<file path="src/rtl/fpu_seq.sv">
// ============================================================================
// fpu_seq : sequences one FP operation at a time through a fixed-latency FPU
//           and returns the result and flags on a valid/ready channel.
// Rev 1.0
// ============================================================================
`default_nettype none

module fpu_seq #(
  parameter int LAT_CVT    = 6,
  parameter int LAT_ADDSUB = 7,
  parameter int LAT_MUL    = 5,
  parameter int LAT_DIV    = 6,
  parameter int LAT_SQRT   = 16
) (
  input  logic        clk_i,
  input  logic        rst_ni,
  input  logic        req_valid,
  output logic        req_ready,
  input  logic [2:0]  req_func,
  input  logic [31:0] req_a,
  input  logic [31:0] req_b,
  output logic        rsp_valid,
  input  logic        rsp_ready,
  output logic [31:0] rsp_result,
  output logic [3:0]  rsp_flags,
  output logic [3:0]  sticky_flags,
  input  logic        clr_sticky,
  input  logic        flush,
  output logic [31:0] fpu_in1,
  output logic [31:0] fpu_in2,
  output logic [2:0]  fpu_func,
  input  logic [31:0] fpu_out,
  input  logic        fpu_overflow,
  input  logic        fpu_underflow,
  input  logic        fpu_nan,
  input  logic        fpu_divzero
);

  typedef enum logic [1:0] {
    ST_IDLE = 2'd0,
    ST_BUSY = 2'd1,
    ST_DONE = 2'd2
  } state_t;

  state_t      r_state;
  logic [4:0]  r_cnt;
  logic [31:0] r_in1;
  logic [31:0] r_in2;
  logic [2:0]  r_func;
  logic [31:0] r_result;
  logic [3:0]  r_flags;
  logic [3:0]  r_sticky;
  logic        r_rsp_valid;

  logic [3:0]  w_flags;
  logic        w_accept;
  logic        w_capture;

  function automatic logic [4:0] lat_of(input logic [2:0] f);
    case (f)
      3'd0, 3'd1: lat_of = 5'(LAT_CVT);
      3'd2:       lat_of = 5'(LAT_SQRT);
      3'd4, 3'd5: lat_of = 5'(LAT_ADDSUB);
      3'd6:       lat_of = 5'(LAT_MUL);
      3'd7:       lat_of = 5'(LAT_DIV);
      default:    lat_of = 5'd0;
    endcase
  endfunction

  // req_ready is gated by rst_ni so it reads 0 throughout reset
  assign req_ready = rst_ni && (r_state == ST_IDLE) && !flush;
  assign w_accept  = req_valid && req_ready;
  assign w_capture = (r_state == ST_BUSY) && (r_cnt == 5'd0) && !flush;
  assign w_flags   = {fpu_divzero, fpu_nan, fpu_underflow, fpu_overflow};

  always_ff @(posedge clk_i or negedge rst_ni) begin
    if (!rst_ni) begin
      r_state     <= ST_IDLE;
      r_cnt       <= 5'd0;
      r_in1       <= 32'd0;
      r_in2       <= 32'd0;
      r_func      <= 3'd0;
      r_result    <= 32'd0;
      r_flags     <= 4'd0;
      r_sticky    <= 4'd0;
      r_rsp_valid <= 1'b0;
    end else begin
      // clear takes priority over the old value, then the new capture is ORed in
      if (clr_sticky || w_capture)
        r_sticky <= (clr_sticky ? 4'd0 : r_sticky) | (w_capture ? w_flags : 4'd0);

      case (r_state)
        ST_IDLE: begin
          if (w_accept) begin
            r_in1   <= req_a;
            r_in2   <= req_b;
            r_func  <= req_func;
            r_cnt   <= lat_of(req_func);
            r_state <= ST_BUSY;
          end
        end
        ST_BUSY: begin
          if (flush) begin
            r_state <= ST_IDLE;
          end else if (r_cnt != 5'd0) begin
            r_cnt <= r_cnt - 5'd1;
          end else begin
            r_result    <= fpu_out;
            r_flags     <= w_flags;
            r_rsp_valid <= 1'b1;
            r_state     <= ST_DONE;
          end
        end
        ST_DONE: begin
          if (flush || rsp_ready) begin
            r_rsp_valid <= 1'b0;
            r_state     <= ST_IDLE;
          end
        end
        default: begin
          r_rsp_valid <= 1'b0;
          r_state     <= ST_IDLE;
        end
      endcase
    end
  end

  assign fpu_in1      = r_in1;
  assign fpu_in2      = r_in2;
  assign fpu_func     = r_func;
  assign rsp_result   = r_result;
  assign rsp_flags    = r_flags;
  assign sticky_flags = r_sticky;
  assign rsp_valid    = r_rsp_valid;

endmodule

`default_nettype wire

</file>
<file path="config.mk">
export PLATFORM = sky130hd
export DESIGN_NAME = fpu_seq
export DESIGN_NICKNAME = d
export VERILOG_FILES = /design/src/rtl/fpu_seq.sv
export SDC_FILE = /design/constraint.sdc
export NUM_CORES = 1
export LEC_CHECK = 0
export ABC_AREA = 1
export BUFFER_PORTS_ARGS = -buffer_cell sky130_fd_sc_hd__buf_4
export CAP_MARGIN = 20
export CORE_ASPECT_RATIO = 0.6
export CORE_MARGIN = 5
export CORE_UTILIZATION = 42
export CTS_CLUSTER_DIAMETER = 80
export DETAILED_ROUTE_END_ITERATION = 8
export GPL_ROUTABILITY_DRIVEN = 0
export MAX_ROUTING_LAYER = met4
export PLACE_DENSITY = 0.8
export SLEW_MARGIN = 20
export SYNTH_ARGS = -nofsm -noshare
export SYNTH_HDL_FRONTEND = slang
export SYNTH_SLANG_ARGS = --single-unit
</file>
<file path="constraint.sdc">
create_clock -name clk_i -period 1.39 [get_ports clk_i]
set_input_delay 0.139 -clock clk_i [delete_from_list [all_inputs] [get_ports clk_i]]
set_output_delay 0.139 -clock clk_i [all_outputs]
set_load 0.01 [all_outputs]
</file>
==> flow_summary.yaml, run 1 <==
setup_path:
  required_time_of_the_critical_path_ns: 1.72
  setup.worst_path.end_class: "flop"
  critical_path.slowest_cell: "sky130_fd_sc_hd__dfrtp_1"
  type_of_the_worst_setup_path: "flop to flop"
  cp-start-kind: "flop"
  timing.critical_path.fanout_max: 6
  crit_chain: "buf_4, inv_4, nand2_4, nor2_4, nand2_8, clkinv_8, clkbuf_16, nand2_1, nand2_1"
  critical_path_data_arrival_time_ns: 1.83
  critical-path-top-delay-family: "simple AND/OR/NAND/NOR gates"
  critPathLaunch: "r_state[1]"
  reg_to_reg_critical_path_startpoint: "r_state[1]"
  timing.critical_path.buf_inv: 4
  worst_path_largest_cell_delay_ns: 0.39
  cpMostUsedCell: "sky130_fd_sc_hd__nand2_1"
timing:
  max_slew.worst_pin.slew_ns: 0.621
  final.min_clock_period_ns: 1.49
  fin_skew_ns: 0.00948
  slew-limit-headroom_pct: 58.6
  timing_hold_violations_final: 0
  fmax_ghz: 0.669
  timing_max_transition_violations_final: 0
  finalWorstSetupSlack_ns: -0.104
  fin_crit_sh_pct: 108
  finalSetupTns_ns: -2.19
  rsz_0062_raised_after_global_routing: "true"
  final-setup-viol-count: 39
finish:
  synthToLayoutAreaGrowth_pct: 81.7
  layout.filler_cells: 682
  share_of_final_layout_standard_cells_stronger_than_drive_strength_1_pct: 36.0
  final_cell_area_mm2: 0.00855
  finish.net_count: 986
  final_cells: 1031
job:
  max_cap_viol_count: 0
floorplan:
  placement_rows: 29
  die_height_um: 92.0
  start_util_pct: 43.8
  dieWidth_um: 147
  design.die.area_mm2: 0.0135
  placeableCoreArea_mm2: 0.0107
  top_level_ports: 218
yosys:
  post-synth-top-area-cell: "sky130_fd_sc_hd__dfrtp_1"
  postSynthCellCount: 530
  dominantRegCellSynth: "sky130_fd_sc_hd__dfrtp_1"
  synth.top_cells.by_count: "257 x sky130_fd_sc_hd__nand2_1, 115 x sky130_fd_sc_hd__dfrtp_1, 75 x sky130_fd_sc_hd__nand3_1"
  synth_cell_type_count: 20
  synth_top_cell_area_share_pct: 61.2
  yosys-top-cells-area: "sky130_fd_sc_hd__dfrtp_1 61%, sky130_fd_sc_hd__nand2_1 20%, sky130_fd_sc_hd__nand3_1 8.0%"
  synth.net_count: 640
  synth.most_common_cell: "sky130_fd_sc_hd__nand2_1"
  netlist_area_mm2: 0.00471
  postSynthAreaPerCell_um2: 8.88
  synth_seq_cells: 115
  async_flop_share_pct: 100
  synth-edff-count: 0
  synthesis.yosys.warnings: 0
  synth_seq_area_share_pct: 61.2
clocking:
  clk_pin_slew_worst_paths_ns: 0.06
  clock_insertion_delay_worst_skew_ns: 0.40
  tritoncts: "done"
  root_buffer: "sky130_fd_sc_hd__clkbuf_16"
  tritoncts.num_buffers: 17
  cts.sink_count: 115
  h_tree_depth: 4
  cts_max_path_buffers: 2
status:
  failing_checks: "setup timing"
  outcome: "finished, violations left"
pwr:
  power.total_uw: 14500
  total_leakage_power_uw: 0.00460
  ir_drop_v: 0.00117
  power_density_mw_per_mm2: 1700
worst_hold_path:
  min-delay-start: "fpu_divzero"
  hold_path_class: "primary input to flop"
detailed_routing:
  average_vias_per_placed_instance: 5.13
  remaining_design_rule_violation_count: 0
  ant_nets: 0
  vias: 5285
  drt-pass1-iter-count: 5
  wirelength_um: 19100
  mean_routed_wirelength_per_cell_um: 18.5
  first_iter_violations: 338
global_routing:
  first_pass_grt_wire_length_um: 26600
  grt.met1_usage_pct: 29.9
  grt_overflow_total: 0
  grt_util_met3_pct: 7.59
  grt_busiest_layer: "met2"
  globalRouteTotalUtil_pct: 25.5
  via_count_of_the_first_global_routing_pass: 5299
  antenna_found_initial: 1
  largest_net_degree_at_the_start_of_global_routing: 116
  grt_met2_usage_pct: 40.9
place:
  placed_cell_area_mm2: 0.00652
  port_buffers: 217
  place.detailed.hpwl_um: 10000
  place_worst_setup_slack_ns: -0.0406
  total_instance_count_after_detailed_placement: 875
-- logic make-up after synthesis --
kind of cell | after synthesis | synth area share (%)
AO/OA/AOI/OAI | 16 | 2.53
flip-flops | 115 | 61.2
adder cells (fa/ha/maj) | 1 | 0.266
buffers and inverters | 52 | 6.01
AND/OR/NAND/NOR | 346 | 30.0
-- report_power, final --
part / total (uW) / leakage [uW] / switching, uW / internal [uW]
registers: 5210 / 0.00146 / 742 / 4470
clock network: 4080 / 0.000262 / 1620 / 2460
logic: 5220 / 0.00287 / 2570 / 2640
-- tightest hold or removal path: stages --
cell and delay, ns:
sky130_fd_sc_hd__buf_4 0.08, sky130_fd_sc_hd__inv_1 0.05, sky130_fd_sc_hd__o22ai_2 0.10
-- routing by layer --
layer | vias to the layer above | share of wire [%]
met5 | - | 0
met4 | 0 | 3.4
met3 | 58 | 8.2
met2 | 285 | 50
met1 | 2572 | 39
li1 | 2370 | -
-- sequential cells by signal (all words and copies together), names as in the netlist --
register	cells
fpu_in1	32
rsp_result	32
sticky_flags	4
r_cnt	5
fpu_func	3
fpu_in2	32
rsp_flags	4
rsp_valid	1
r_state	2
-- layout by cell type, fill, tap and decap left out, drive strengths merged --
master / netlist / routed
dfrtp: 115 / 115
nand3: 76 / 76
o21ai: 11 / 11
bufinv: 0 / 1
clkinvlp: 0 / 5
inv: 22 / 23
buf: 27 / 247
clkbuf: 3 / 26
o22ai: 5 / 5
nand4: 1 / 1
nor2: 10 / 10
nand2: 259 / 260
dlygate4sd3: 0 / 100
clkinv: 0 / 8
ha: 1 / 1
diode: 0 / 3
-- final timing paths --
check                                        to  slack [ns]  depth (start not counted)
worst max-delay path             rsp_result[19]       -0.10                          9
max in group asynchronous              r_cnt[1]        0.49                          3
min in group asynchronous           fpu_in1[15]        0.42                          3
worst min-delay path            sticky_flags[3]        0.02                          3
worst min register to register      fpu_in2[19]        0.48                          2
worst max register to register   rsp_result[19]       -0.10                          9
-- area by class of cell --
cell class / count / area [um2] / share of cell area [%]
Inverter: 22 / 97.6 / 1.14
Antenna cell: 3 / 7.51 / 0.0878
Timing Repair Buffer: 356 / 3190 / 37.3
Multi-Input combinational cell: 364 / 1640 / 19.2
Clock inverter: 15 / 135 / 1.58
Tap cell: 139 / 174 / 2.03
Sequential cell: 115 / 2880 / 33.7
Clock buffer: 17 / 425 / 4.98
-- per-stage QoR --
step                hold slack (ns)  util (%)
finish                       0.0224      79.6
CTS                         0.00218      75.7
global placement              0.318      60.7
global route                 0.0109      79.5
detailed placement            0.333      60.7
floorplan                    -0.157         -
-- what timing repair did --
item | 4_1_cts | 5_1_grt
endpoints found under the setup margin | 36 | 104
resized for setup | 6 | 35
hold endpoints to repair | 217 | 0
buffers inserted | 3 | 6
hold buffers | 100 | 0
cloned | 0 | 12
pin swaps | 4 | 9
Note: power is estimated with default switching activity, not from simulation.
==> inputs of run 2 (changes only) <==
--- a/config.mk
+++ b/config.mk
@@ -15,7 +15,8 @@
 export DETAILED_ROUTE_END_ITERATION = 8
 export GPL_ROUTABILITY_DRIVEN = 0
 export MAX_ROUTING_LAYER = met4
-export PLACE_DENSITY = 0.8
+export PLACE_DENSITY = 0.87
+export SETUP_SLACK_MARGIN = 0.05
 export SLEW_MARGIN = 20
 export SYNTH_ARGS = -nofsm -noshare
 export SYNTH_HDL_FRONTEND = slang
==> flow_summary.yaml, run 2 (same netlist as run 1, synthesis figures left out) <==
status:
  outcome: "finished, violations left"
  failing_checks: "setup timing"
finish:
  layout.filler_cells: 503
  final_util_pct: 85.9
  share_of_final_layout_standard_cells_stronger_than_drive_strength_1_pct: 45.5
  antenna_cells_inserted: 0
  layout.cells.most_common_list: "225 x sky130_fd_sc_hd__buf_4, 219 x sky130_fd_sc_hd__nand2_1, 115 x sky130_fd_sc_hd__dfrtp_1, 101 x sky130_fd_sc_hd__dlygate4sd3_1, 51 x sky130_fd_sc_hd__nand3_2"
  finish.net_count: 987
  most_frequent_standard_cell_in_the_layout_excluding_fill_and_tap_cells: "sky130_fd_sc_hd__buf_4"
  synthToLayoutAreaGrowth_pct: 96.1
timing:
  slew-limit-headroom_pct: 58.1
  max_slew.worst_pin.slew_ns: 0.628
  finalWorstSetupSlack_ns: -0.150
  final-setup-viol-count: 84
  timing_max_transition_violations_final: 0
  final.min_clock_period_ns: 1.54
  fmax_ghz: 0.649
  fin_skew_ns: 0.0120
  timing_hold_violations_final: 0
  fin_crit_sh_pct: 111
  rsz_0062_raised_after_global_routing: "true"
setup_path:
  type_of_the_worst_setup_path: "flop to output port"
  critical_path.slowest_cell: "sky130_fd_sc_hd__dfrtp_1"
  required_time_of_the_critical_path_ns: 1.25
  critical-path-top-delay-family: "flip-flops"
  cp-start-kind: "flop"
  timing.critical_path.fanout_max: 3
  crit_chain: "nor2_2, nand2_2, nor2_4, buf_6, buf_6"
  setup.worst_path.end_class: "output port"
  timing.critical_path.buf_inv: 2
  worst_path_largest_cell_delay_ns: 0.41
  critical_path_data_arrival_time_ns: 1.40
  cpMostUsedCell: "sky130_fd_sc_hd__buf_6"
global_routing:
  grt_busiest_layer: "met2"
  globalRouteTotalUtil_pct: 27.9
  first_pass_grt_wire_length_um: 28900
  antenna_found_initial: 0
  grt_met2_usage_pct: 46.0
  via_count_of_the_first_global_routing_pass: 5460
  grt.met1_usage_pct: 34.0
  largest_net_degree_at_the_start_of_global_routing: 116
  grt_util_met3_pct: 6.95
  grt_overflow_total: 0
pwr:
  power.total_uw: 15700
  power_density_mw_per_mm2: 1710
  ir_drop_v: 0.000999
  total_leakage_power_uw: 0.00474
floorplan:
  top_level_ports: 218
  placement_rows: 29
  placeableCoreArea_mm2: 0.0107
  dieWidth_um: 147
  start_util_pct: 43.8
  design.die.area_mm2: 0.0135
  die_height_um: 92.0
clocking:
  clk_pin_slew_worst_paths_ns: 0.06
  root_buffer: "sky130_fd_sc_hd__clkbuf_16"
  tritoncts.num_buffers: 17
  tritoncts: "done"
  cts_max_path_buffers: 2
  h_tree_depth: 4
  cts.sink_count: 115
  clock_insertion_delay_worst_skew_ns: 0.41
place:
  place_worst_setup_slack_ns: 0.0130
  port_buffers: 217
  place.detailed.hpwl_um: 9610
detailed_routing:
  drt-pass1-iter-count: 5
  ant_nets: 0
  wirelength_um: 20200
  vias: 5318
  mean_routed_wirelength_per_cell_um: 19.6
  average_vias_per_placed_instance: 5.17
  remaining_design_rule_violation_count: 0
  first_iter_violations: 396
job:
  max_cap_viol_count: 0
worst_hold_path:
  hold_path_class: "primary input to flop"
[run 2: cell count changes in the layout (fill, tap and decap cells not counted), sizes merged]
cell / previous run / this run
buf: 247 / 253
bufinv: 1 / 5
clkbuf: 26 / 24
clkinv: 8 / 3
clkinvlp: 5 / 3
diode: 3 / 0
dlygate4sd3: 100 / 101
nand2: 260 / 259
[run 2: what timing repair did]
action	in CTS	in global routing
resized for setup	37	116
gates cloned	10	4
buffers inserted	13	0
hold buffers	101	0
pin swaps	5	70
endpoints found under the hold margin	216	0
endpoints found under the setup margin	63	115
[run 2: per-stage QoR]
step | hold WS [ns] | std cells | instance area (um2) | TNS (ns)
3_3_place_gp | 0.327 | 872 | 6530 | 0
2_1_floorplan | -0.157 | 530 | 4720 | 0
5_1_grt | 0.0176 | 1029 | 9230 | -9.44
6_report | 0.0236 | 1029 | 9230 | -4.06
4_1_cts | 0.00635 | 1028 | 8670 | -2.55
3_5_place_dp | 0.329 | 872 | 6530 | 0
[run 2: final cells by class]
| type | instances | area, um2 | area share (%) |
|---|---|---|---|
| sequential | 115 | 2880 | 31.2 |
| inverter | 22 | 92.6 | 1.00 |
| clock buffer | 20 | 447 | 4.84 |
| tap | 139 | 174 | 1.89 |
| clock inverter | 12 | 204 | 2.21 |
| multi-input combinational | 363 | 2080 | 22.5 |
| timing repair buffer | 358 | 3350 | 36.3 |
[run 2: layer usage]
layer | vias up | wire [um] | part of all wire (%)
li1 | 2378 | - | -
met1 | 2619 | 8000 | 40
met2 | 265 | 10200 | 51
met3 | 56 | 1320 | 6.6
met4 | 0 | 618 | 3.1
met5 | - | 0 | 0
[run 2: final timing paths]
check,endpoint,cells after the start,slack [ns],start
max in group asynchronous,fpu_in2[9],3,0.44,rst_ni
min in group asynchronous,fpu_in2[12],3,0.47,rst_ni
worst min register to register,fpu_in1[24],2,0.47,fpu_in1[24]
worst max-delay path,req_ready,5,-0.15,r_state[0]
worst min-delay path,sticky_flags[1],3,0.02,fpu_underflow
worst max register to register,fpu_in1[21],7,-0.11,r_state[0]
[run 2: worst reg2reg max path, stage by stage, from the launching register on]
cell	delay [ns]
sky130_fd_sc_hd__dfrtp_1	0.41
sky130_fd_sc_hd__nor2_2	0.18
sky130_fd_sc_hd__buf_4	0.14
sky130_fd_sc_hd__nand4_1	0.10
sky130_fd_sc_hd__buf_8	0.19
sky130_fd_sc_hd__buf_16	0.19
sky130_fd_sc_hd__nand2_1	0.09
sky130_fd_sc_hd__nand2_1	0.09
[run 2: where the power goes]
group / switching, uW / leakage, uW / total [uW] / internal (uW)
Clock: 1620 / 0.000307 / 4860 / 3240
Sequential: 798 / 0.00146 / 5270 / 4470
Combinational: 2800 / 0.00297 / 5610 / 2810
